## src/rtl/udp_sched_pkg.sv

```systemverilog
// Shared definitions for the UDP transmit scheduler: FSM state encoding,
// header size and the {ch_id, seq} header word layout.
package udp_sched_pkg;

  typedef enum logic [2:0] {
    ST_IDLE      = 3'd0,
    ST_ARB       = 3'd1,
    ST_START     = 3'd2,
    ST_SEND      = 3'd3,
    ST_WAIT_DONE = 3'd4,
    ST_GAP       = 3'd5
  } sched_state_e;

  localparam int unsigned HDR_BYTES = 4;

  typedef struct packed {
    logic [14:0] rsvd;
    logic        ch_id;
    logic [15:0] seq;
  } hdr_t;

  function automatic logic [31:0] make_hdr(input logic ch, input logic [15:0] seq);
    hdr_t h;
    h.rsvd  = 15'd0;
    h.ch_id = ch;
    h.seq   = seq;
    return h;
  endfunction

endpackage

```

## src/rtl/udp_tx_scheduler_rr_arb2.sv

```systemverilog
// Two-way round-robin arbiter: the pointed-to requester wins a tie and the
// pointer moves to the other channel whenever a grant is taken.
module rr_arb2 (
  input  logic       clk_i,
  input  logic       rst_ni,
  input  logic [1:0] req_i,
  input  logic       take_i,
  output logic       gnt_valid_o,
  output logic       gnt_ch_o
);

  logic ptr_q, ptr_d;

  // grant selection and pointer advance
  always_comb begin
    gnt_valid_o = |req_i;
    if (req_i[ptr_q]) begin
      gnt_ch_o = ptr_q;
    end else begin
      gnt_ch_o = ~ptr_q;
    end
    if (take_i && gnt_valid_o) begin
      ptr_d = ~gnt_ch_o;
    end else begin
      ptr_d = ptr_q;
    end
  end

  // pointer register
  always_ff @(posedge clk_i or negedge rst_ni) begin
    if (!rst_ni) begin
      ptr_q <= 1'b0;
    end else begin
      ptr_q <= ptr_d;
    end
  end

endmodule

```

## src/rtl/udp_tx_scheduler.sv

```systemverilog
// Shares one UDP transmit path between two FIFO read sides; each packet is a
// {ch_id, seq} header word followed by PKT_WORDS payload words from one channel.
module udp_tx_scheduler
  import udp_sched_pkg::*;
#(
  parameter int unsigned PKT_WORDS   = 256,
  parameter int unsigned LVL_W       = 10,
  parameter int unsigned IPG_CYCLES  = 64,
  parameter int unsigned TIMEOUT_CYC = 100000,
  parameter logic [15:0] SEQ_INIT    = 16'd0
) (
  input  logic             gmii_tx_clk,
  input  logic             rst_n,
  input  logic             enable,
  input  logic [LVL_W-1:0] ch0_water_level,
  output logic             ch0_rd_en,
  input  logic [31:0]      ch0_rd_data,
  input  logic [LVL_W-1:0] ch1_water_level,
  output logic             ch1_rd_en,
  input  logic [31:0]      ch1_rd_data,
  output logic             tx_start_en,
  output logic [15:0]      tx_byte_num,
  output logic [31:0]      tx_data,
  input  logic             tx_req,
  input  logic             tx_done,
  output logic             busy,
  output logic             active_ch,
  output logic             timeout_err,
  input  logic             err_clr
);

  localparam int unsigned WCNT_W  = $clog2(PKT_WORDS + 1);
  localparam int unsigned CYC_MAX = (TIMEOUT_CYC > IPG_CYCLES) ? TIMEOUT_CYC : IPG_CYCLES;
  localparam int unsigned CYC_W   = $clog2(CYC_MAX + 1);

  localparam logic [15:0]       BYTE_NUM  = 16'(PKT_WORDS * 4 + HDR_BYTES);
  localparam logic [WCNT_W-1:0] WCNT_LAST = WCNT_W'(PKT_WORDS);
  localparam logic [CYC_W-1:0]  TMO_LAST  = CYC_W'(TIMEOUT_CYC - 1);
  localparam logic [CYC_W-1:0]  GAP_LAST  = CYC_W'(IPG_CYCLES - 1);
  localparam logic [LVL_W-1:0]  LVL_THR   = LVL_W'(PKT_WORDS);

  sched_state_e      state_q, state_d;
  logic [WCNT_W-1:0] wcnt_q, wcnt_d;
  logic [CYC_W-1:0]  cyc_q, cyc_d;
  logic              active_ch_q, active_ch_d;
  logic [15:0]       seq0_q, seq0_d, seq1_q, seq1_d;
  logic              timeout_q, timeout_d;
  logic [15:0]       byte_num_q, byte_num_d;
  logic [31:0]       tx_data_q, tx_data_d;
  logic              rd_pend_q, rd_pend_d;

  logic [1:0]  elig_s;
  logic        gnt_valid_s, gnt_ch_s;
  logic        hdr_req_s, rd_fire_s, done_ok_s, tmo_hit_s;
  logic [31:0] rd_sel_s;

  assign elig_s    = {ch1_water_level >= LVL_THR, ch0_water_level >= LVL_THR};
  assign hdr_req_s = (state_q == ST_SEND) && tx_req && (wcnt_q == '0);
  assign rd_fire_s = (state_q == ST_SEND) && tx_req && (wcnt_q != '0);
  assign done_ok_s = tx_done && ((state_q == ST_SEND) || (state_q == ST_WAIT_DONE));
  assign tmo_hit_s = (state_q == ST_WAIT_DONE) && !tx_done && (cyc_q == TMO_LAST);
  assign rd_sel_s  = active_ch_q ? ch1_rd_data : ch0_rd_data;

  rr_arb2 u_arb (
    .clk_i       (gmii_tx_clk),
    .rst_ni      (rst_n),
    .req_i       (elig_s),
    .take_i      (state_q == ST_ARB),
    .gnt_valid_o (gnt_valid_s),
    .gnt_ch_o    (gnt_ch_s)
  );

  // state register
  always_ff @(posedge gmii_tx_clk or negedge rst_n) begin
    if (!rst_n) begin
      state_q <= ST_IDLE;
    end else begin
      state_q <= state_d;
    end
  end

  // next-state logic
  always_comb begin
    state_d = state_q;
    case (state_q)
      ST_IDLE:      state_d = (enable && (|elig_s)) ? ST_ARB : ST_IDLE;
      ST_ARB:       state_d = gnt_valid_s ? ST_START : ST_IDLE;
      ST_START:     state_d = ST_SEND;
      ST_SEND: begin
        if (tx_done) begin
          state_d = ST_GAP;
        end else if (tx_req && (wcnt_q == WCNT_LAST)) begin
          state_d = ST_WAIT_DONE;
        end else begin
          state_d = ST_SEND;
        end
      end
      ST_WAIT_DONE: state_d = (tx_done || tmo_hit_s) ? ST_GAP : ST_WAIT_DONE;
      ST_GAP:       state_d = (cyc_q == GAP_LAST) ? ST_IDLE : ST_GAP;
      default:      state_d = ST_IDLE;
    endcase
  end

  // counters, sequence numbers, error flag and the tx_data holding register
  always_comb begin
    active_ch_d = active_ch_q;
    byte_num_d  = byte_num_q;
    if ((state_q == ST_ARB) && gnt_valid_s) begin
      active_ch_d = gnt_ch_s;
      byte_num_d  = BYTE_NUM;
    end else begin
      active_ch_d = active_ch_q;
    end

    if (state_q == ST_START) begin
      wcnt_d = '0;
    end else if (hdr_req_s || rd_fire_s) begin
      wcnt_d = wcnt_q + WCNT_W'(1);
    end else begin
      wcnt_d = wcnt_q;
    end

    // one counter serves both the done timeout and the inter-packet gap
    if (state_d != state_q) begin
      cyc_d = '0;
    end else if ((state_q == ST_WAIT_DONE) || (state_q == ST_GAP)) begin
      cyc_d = cyc_q + CYC_W'(1);
    end else begin
      cyc_d = '0;
    end

    seq0_d = seq0_q;
    seq1_d = seq1_q;
    if (done_ok_s) begin
      if (active_ch_q) begin
        seq1_d = seq1_q + 16'd1;
      end else begin
        seq0_d = seq0_q + 16'd1;
      end
    end else begin
      seq0_d = seq0_q;
    end

    if (tmo_hit_s) begin
      timeout_d = 1'b1;
    end else if (err_clr) begin
      timeout_d = 1'b0;
    end else begin
      timeout_d = timeout_q;
    end

    // a request that neither sends the header nor reads the FIFO yields zero
    if (hdr_req_s) begin
      tx_data_d = make_hdr(active_ch_q, active_ch_q ? seq1_q : seq0_q);
    end else if (tx_req && !rd_fire_s) begin
      tx_data_d = 32'd0;
    end else if (rd_pend_q) begin
      tx_data_d = rd_sel_s;
    end else begin
      tx_data_d = tx_data_q;
    end
    rd_pend_d = rd_fire_s;
  end

  // datapath registers
  always_ff @(posedge gmii_tx_clk or negedge rst_n) begin
    if (!rst_n) begin
      wcnt_q      <= '0;
      cyc_q       <= '0;
      active_ch_q <= 1'b0;
      seq0_q      <= SEQ_INIT;
      seq1_q      <= SEQ_INIT;
      timeout_q   <= 1'b0;
      byte_num_q  <= 16'd0;
      tx_data_q   <= 32'd0;
      rd_pend_q   <= 1'b0;
    end else begin
      wcnt_q      <= wcnt_d;
      cyc_q       <= cyc_d;
      active_ch_q <= active_ch_d;
      seq0_q      <= seq0_d;
      seq1_q      <= seq1_d;
      timeout_q   <= timeout_d;
      byte_num_q  <= byte_num_d;
      tx_data_q   <= tx_data_d;
      rd_pend_q   <= rd_pend_d;
    end
  end

  // outputs; FIFO read data is passed straight through in the cycle it arrives
  always_comb begin
    tx_start_en = (state_q == ST_START);
    busy        = (state_q != ST_IDLE);
    ch0_rd_en   = rd_fire_s && !active_ch_q;
    ch1_rd_en   = rd_fire_s && active_ch_q;
    tx_byte_num = byte_num_q;
    active_ch   = active_ch_q;
    timeout_err = timeout_q;
    if (rd_pend_q) begin
      tx_data = rd_sel_s;
    end else begin
      tx_data = tx_data_q;
    end
  end

endmodule
```

## config.mk

```make
export PLATFORM = sky130hd
export DESIGN_NAME = udp_tx_scheduler
export DESIGN_NICKNAME = d
export VERILOG_FILES = /design/src/rtl/udp_sched_pkg.sv /design/src/rtl/udp_tx_scheduler_rr_arb2.sv /design/src/rtl/udp_tx_scheduler.sv
export SDC_FILE = /design/constraint.sdc
export NUM_CORES = 1
export LEC_CHECK = 0
export ABC_CLOCK_PERIOD_IN_PS = 6000
export CORE_ASPECT_RATIO = 0.8
export CORE_MARGIN = 10
export CORE_UTILIZATION = 50
export CTS_BUF_LIST = sky130_fd_sc_hd__clkbuf_16
export CTS_CLUSTER_DIAMETER = 100
export DETAILED_ROUTE_END_ITERATION = 12
export HOLD_SLACK_MARGIN = 0.02
export PLACE_DENSITY_LB_ADDON = 0.12
export REMOVE_ABC_BUFFERS = 1
export SLEW_MARGIN = 30
export SYNTH_ARGS = -nofsm -noshare
export SYNTH_HDL_FRONTEND = slang
export SYNTH_SLANG_ARGS = --single-unit
```

## constraint.sdc

```tcl
create_clock -name gmii_tx_clk -period 6 [get_ports gmii_tx_clk]
set_input_delay 0.9 -clock gmii_tx_clk [delete_from_list [all_inputs] [get_ports gmii_tx_clk]]
set_output_delay 0.9 -clock gmii_tx_clk [all_outputs]
set_load 0.005 [all_outputs]
```

==> out/metrics.cfg <==
[place]
place.gp.congestion=0.832
hpwl_um=8830
postPlaceCellArea_mm2=0.00645
port_buffers=113

[pwr]
ir_drop_mv=0.218
powerDensity_mw_per_mm2=327
power.leakage_uw=0.00284

[setup_path]
timing_worst_setup_path_type=flip-flop to output port
crit_path_end_kind=output port
arrival_ns=2.44
r2r_slack_ns=3.65
rr_worst_depth=5
start_kind=flip-flop
cp-startpoint=active_ch
required_ns=5.10
r2r-end=cyc_q[12]
r2r-start=cyc_q[11]
worst-path-max-fanout=56

[floorplan]
die_w_um=135
die_y_um=112
rows=33
die_area_mm2=0.0152
core_area_mm2=0.0103
ios=144
start_util=0.516

[drt]
routed_wl_um=12400
vias=4161
drtIter0Drc=248
firstDrtPassIters=4
postRouteAntennaNets=0
routedWlPerCell_um=15.9
drc=0
vias_per_cell=5.34

[clocking]
clock_path_buffers=2
cts_tree=done
root_buffer=clkbuf_16
cts.sinks=98
cts_resized=0
worstSkewPairLatency_ns=0.34
post_cts_buffers=0
htree_levels=3
holdBufCountCts=0
cts_buffers=9
clkTransAtPathRegs_ns=0.06

[sta]
period_needed_ns=3.34
hold-worst-slack_ns=0.471
fin_skew_ns=0.00528
rsz0062_at_grt=false
tns_ns=0
setup_viol=0
maxSlewHeadroom=0.368
hold_viol_final=0
drv_slew=0
tightest_slew_ns=0.948
fin_crit_sh=0.557
fmaxAchievable_mhz=299

[synth]
synthCells=538
synth-edff-count=0
syn_area_mm2=0.00532
ys_warn_count=0
synth.distinct_cells=55
ys.flop_type=dfrtp_1
ys_seq_area_frac=0.461
synth.avg_cell_area_um2=9.89
ys_ff_latch=98
synth-async-reset-ratio=1.00

[layout]
utilization=0.652
final_cell_mix=clkdlybuf4s50_1, dfrtp_1, nor2_1, mux2i_1
design_area_mm2=0.00673
area_growth_pct=26.4
antenna_cells=0
drive_above_1_share=0.0563
fin_nets=730
final_common_cell=clkdlybuf4s50_1

[global_route]
antenna_found_initial=0
grt_usage=0.166
grt-ovfl-total=0
grt_pass1_wl_um=21000
grt_max_degree=65
grt_pass1_vias=4266

[run]
drv_cap=0

[run_status]
status=finished clean

[min_path]
hp-start=seq1_q[15]
hold_depth=1
hp-class=flip-flop to flip-flop
holdPathEnd=seq1_q[15]

metal layers:
layer | wire length [um] | track usage
met1 | 5610 | 0.208
met2 | 5840 | 0.267
met3 | 866 | 0.0637
met4 | 91 | 0.0351
met5 | 0 | 0
kinds of logic (layout without fill, tap and decap cells):
| family | Yosys count | count (layout) | synth area share |
|---|---|---|---|
| other | 1 | 14 | 0.000705 |
| AND/OR/NAND/NOR | 202 | 202 | 0.197 |
| adder cells (fa/ha/maj) | 5 | 5 | 0.0118 |
| multiplexers | 50 | 50 | 0.0945 |
| AO/OA/AOI/OAI | 83 | 83 | 0.103 |
| flip-flops | 98 | 98 | 0.461 |
| buffers and inverters | 52 | 140 | 0.0555 |
| XOR/XNOR | 47 | 47 | 0.0773 |
layout make-up:
| type | count | area (um^2) |
|---|---|---|
| Timing Repair Buffer | 115 | 1140 |
| Sequential cell | 98 | 2460 |
| Clock inverter | 6 | 50.0 |
| Fill cell | 857 | 3600 |
| Multi-Input combinational cell | 401 | 2630 |
| Inverter | 10 | 37.5 |
| Tap cell | 140 | 175 |
| Clock buffer | 9 | 225 |
power breakdown:
| group | switching [uW] | internal, uW | total (uW) |
|---|---|---|---|
| Clock | 234 | 314 | 549 |
| Sequential | 179 | 747 | 927 |
| Combinational | 322 | 401 | 722 |
| Total | 735 | 1460 | 2200 |
synthesized netlist by cell type (3+ instances only):
cell type  instances  area, um^2
inv_1             10        37.5
and4_1             4        35.0
or3_1              7        43.8
o21a_1             3        22.5
and3_1             5        31.3
buf_4             17         128
ha_1               5        62.6
dfrtp_1           98        2450
nand4_1           17         106
nor3b_1            5        37.5
and2_1            17         106
xnor2_1           35         307
nand2_1           38         143
buf_2              9        45.0
nand3_1           14        70.1
mux2i_1           48         480
clkbuf_1          11        41.3
xor2_1            12         105
nor2_1            63         236
o2bb2ai_1         17         149
o21ai_0           13        65.1
a21oi_1           38         190
nor3_1            11        55.1
state kept, by name, indices dropped and copies added, names as in the netlist:
register     cells
cyc_q           17
wcnt_q           9
timeout_err      1
seq1_q          16
rd_pend_q        1
u_arb.ptr_q      1
tx_byte_num      1
seq0_q          16
active_ch        1
tx_data_q       32
state_q          3
worst max path at each step:
stage / to / slack, ns / cells past startpoint
2_1_floorplan: tx_data[0] / 2.81 / 2
3_3_place_gp: ch0_rd_en / 2.77 / 4
3_5_place_dp: ch0_rd_en / 2.73 / 4
4_1_cts: tx_data[3] / 2.65 / 3
5_1_grt: tx_data[2] / 2.48 / 3
6_report: tx_data[1] / 2.66 / 3
critical path: stages (launching register included):
cell and delay (ns):
dfrtp_4 1.02, mux2i_1 0.19, a21oi_1 0.25, clkdlybuf4s50_1 0.56
stage by stage:
stage / setup WS [ns] / total power [uW] / std cells
finish: 2.66 / 2200 / 779
global route: 2.48 / 2350 / 779
CTS: 2.65 / 2220 / 779
detailed placement: 2.73 / 1660 / 764
global placement: 2.77 / 1640 / 764
floorplan: 2.81 / 1330 / 509
Note: power is estimated with default switching activity, not from simulation.
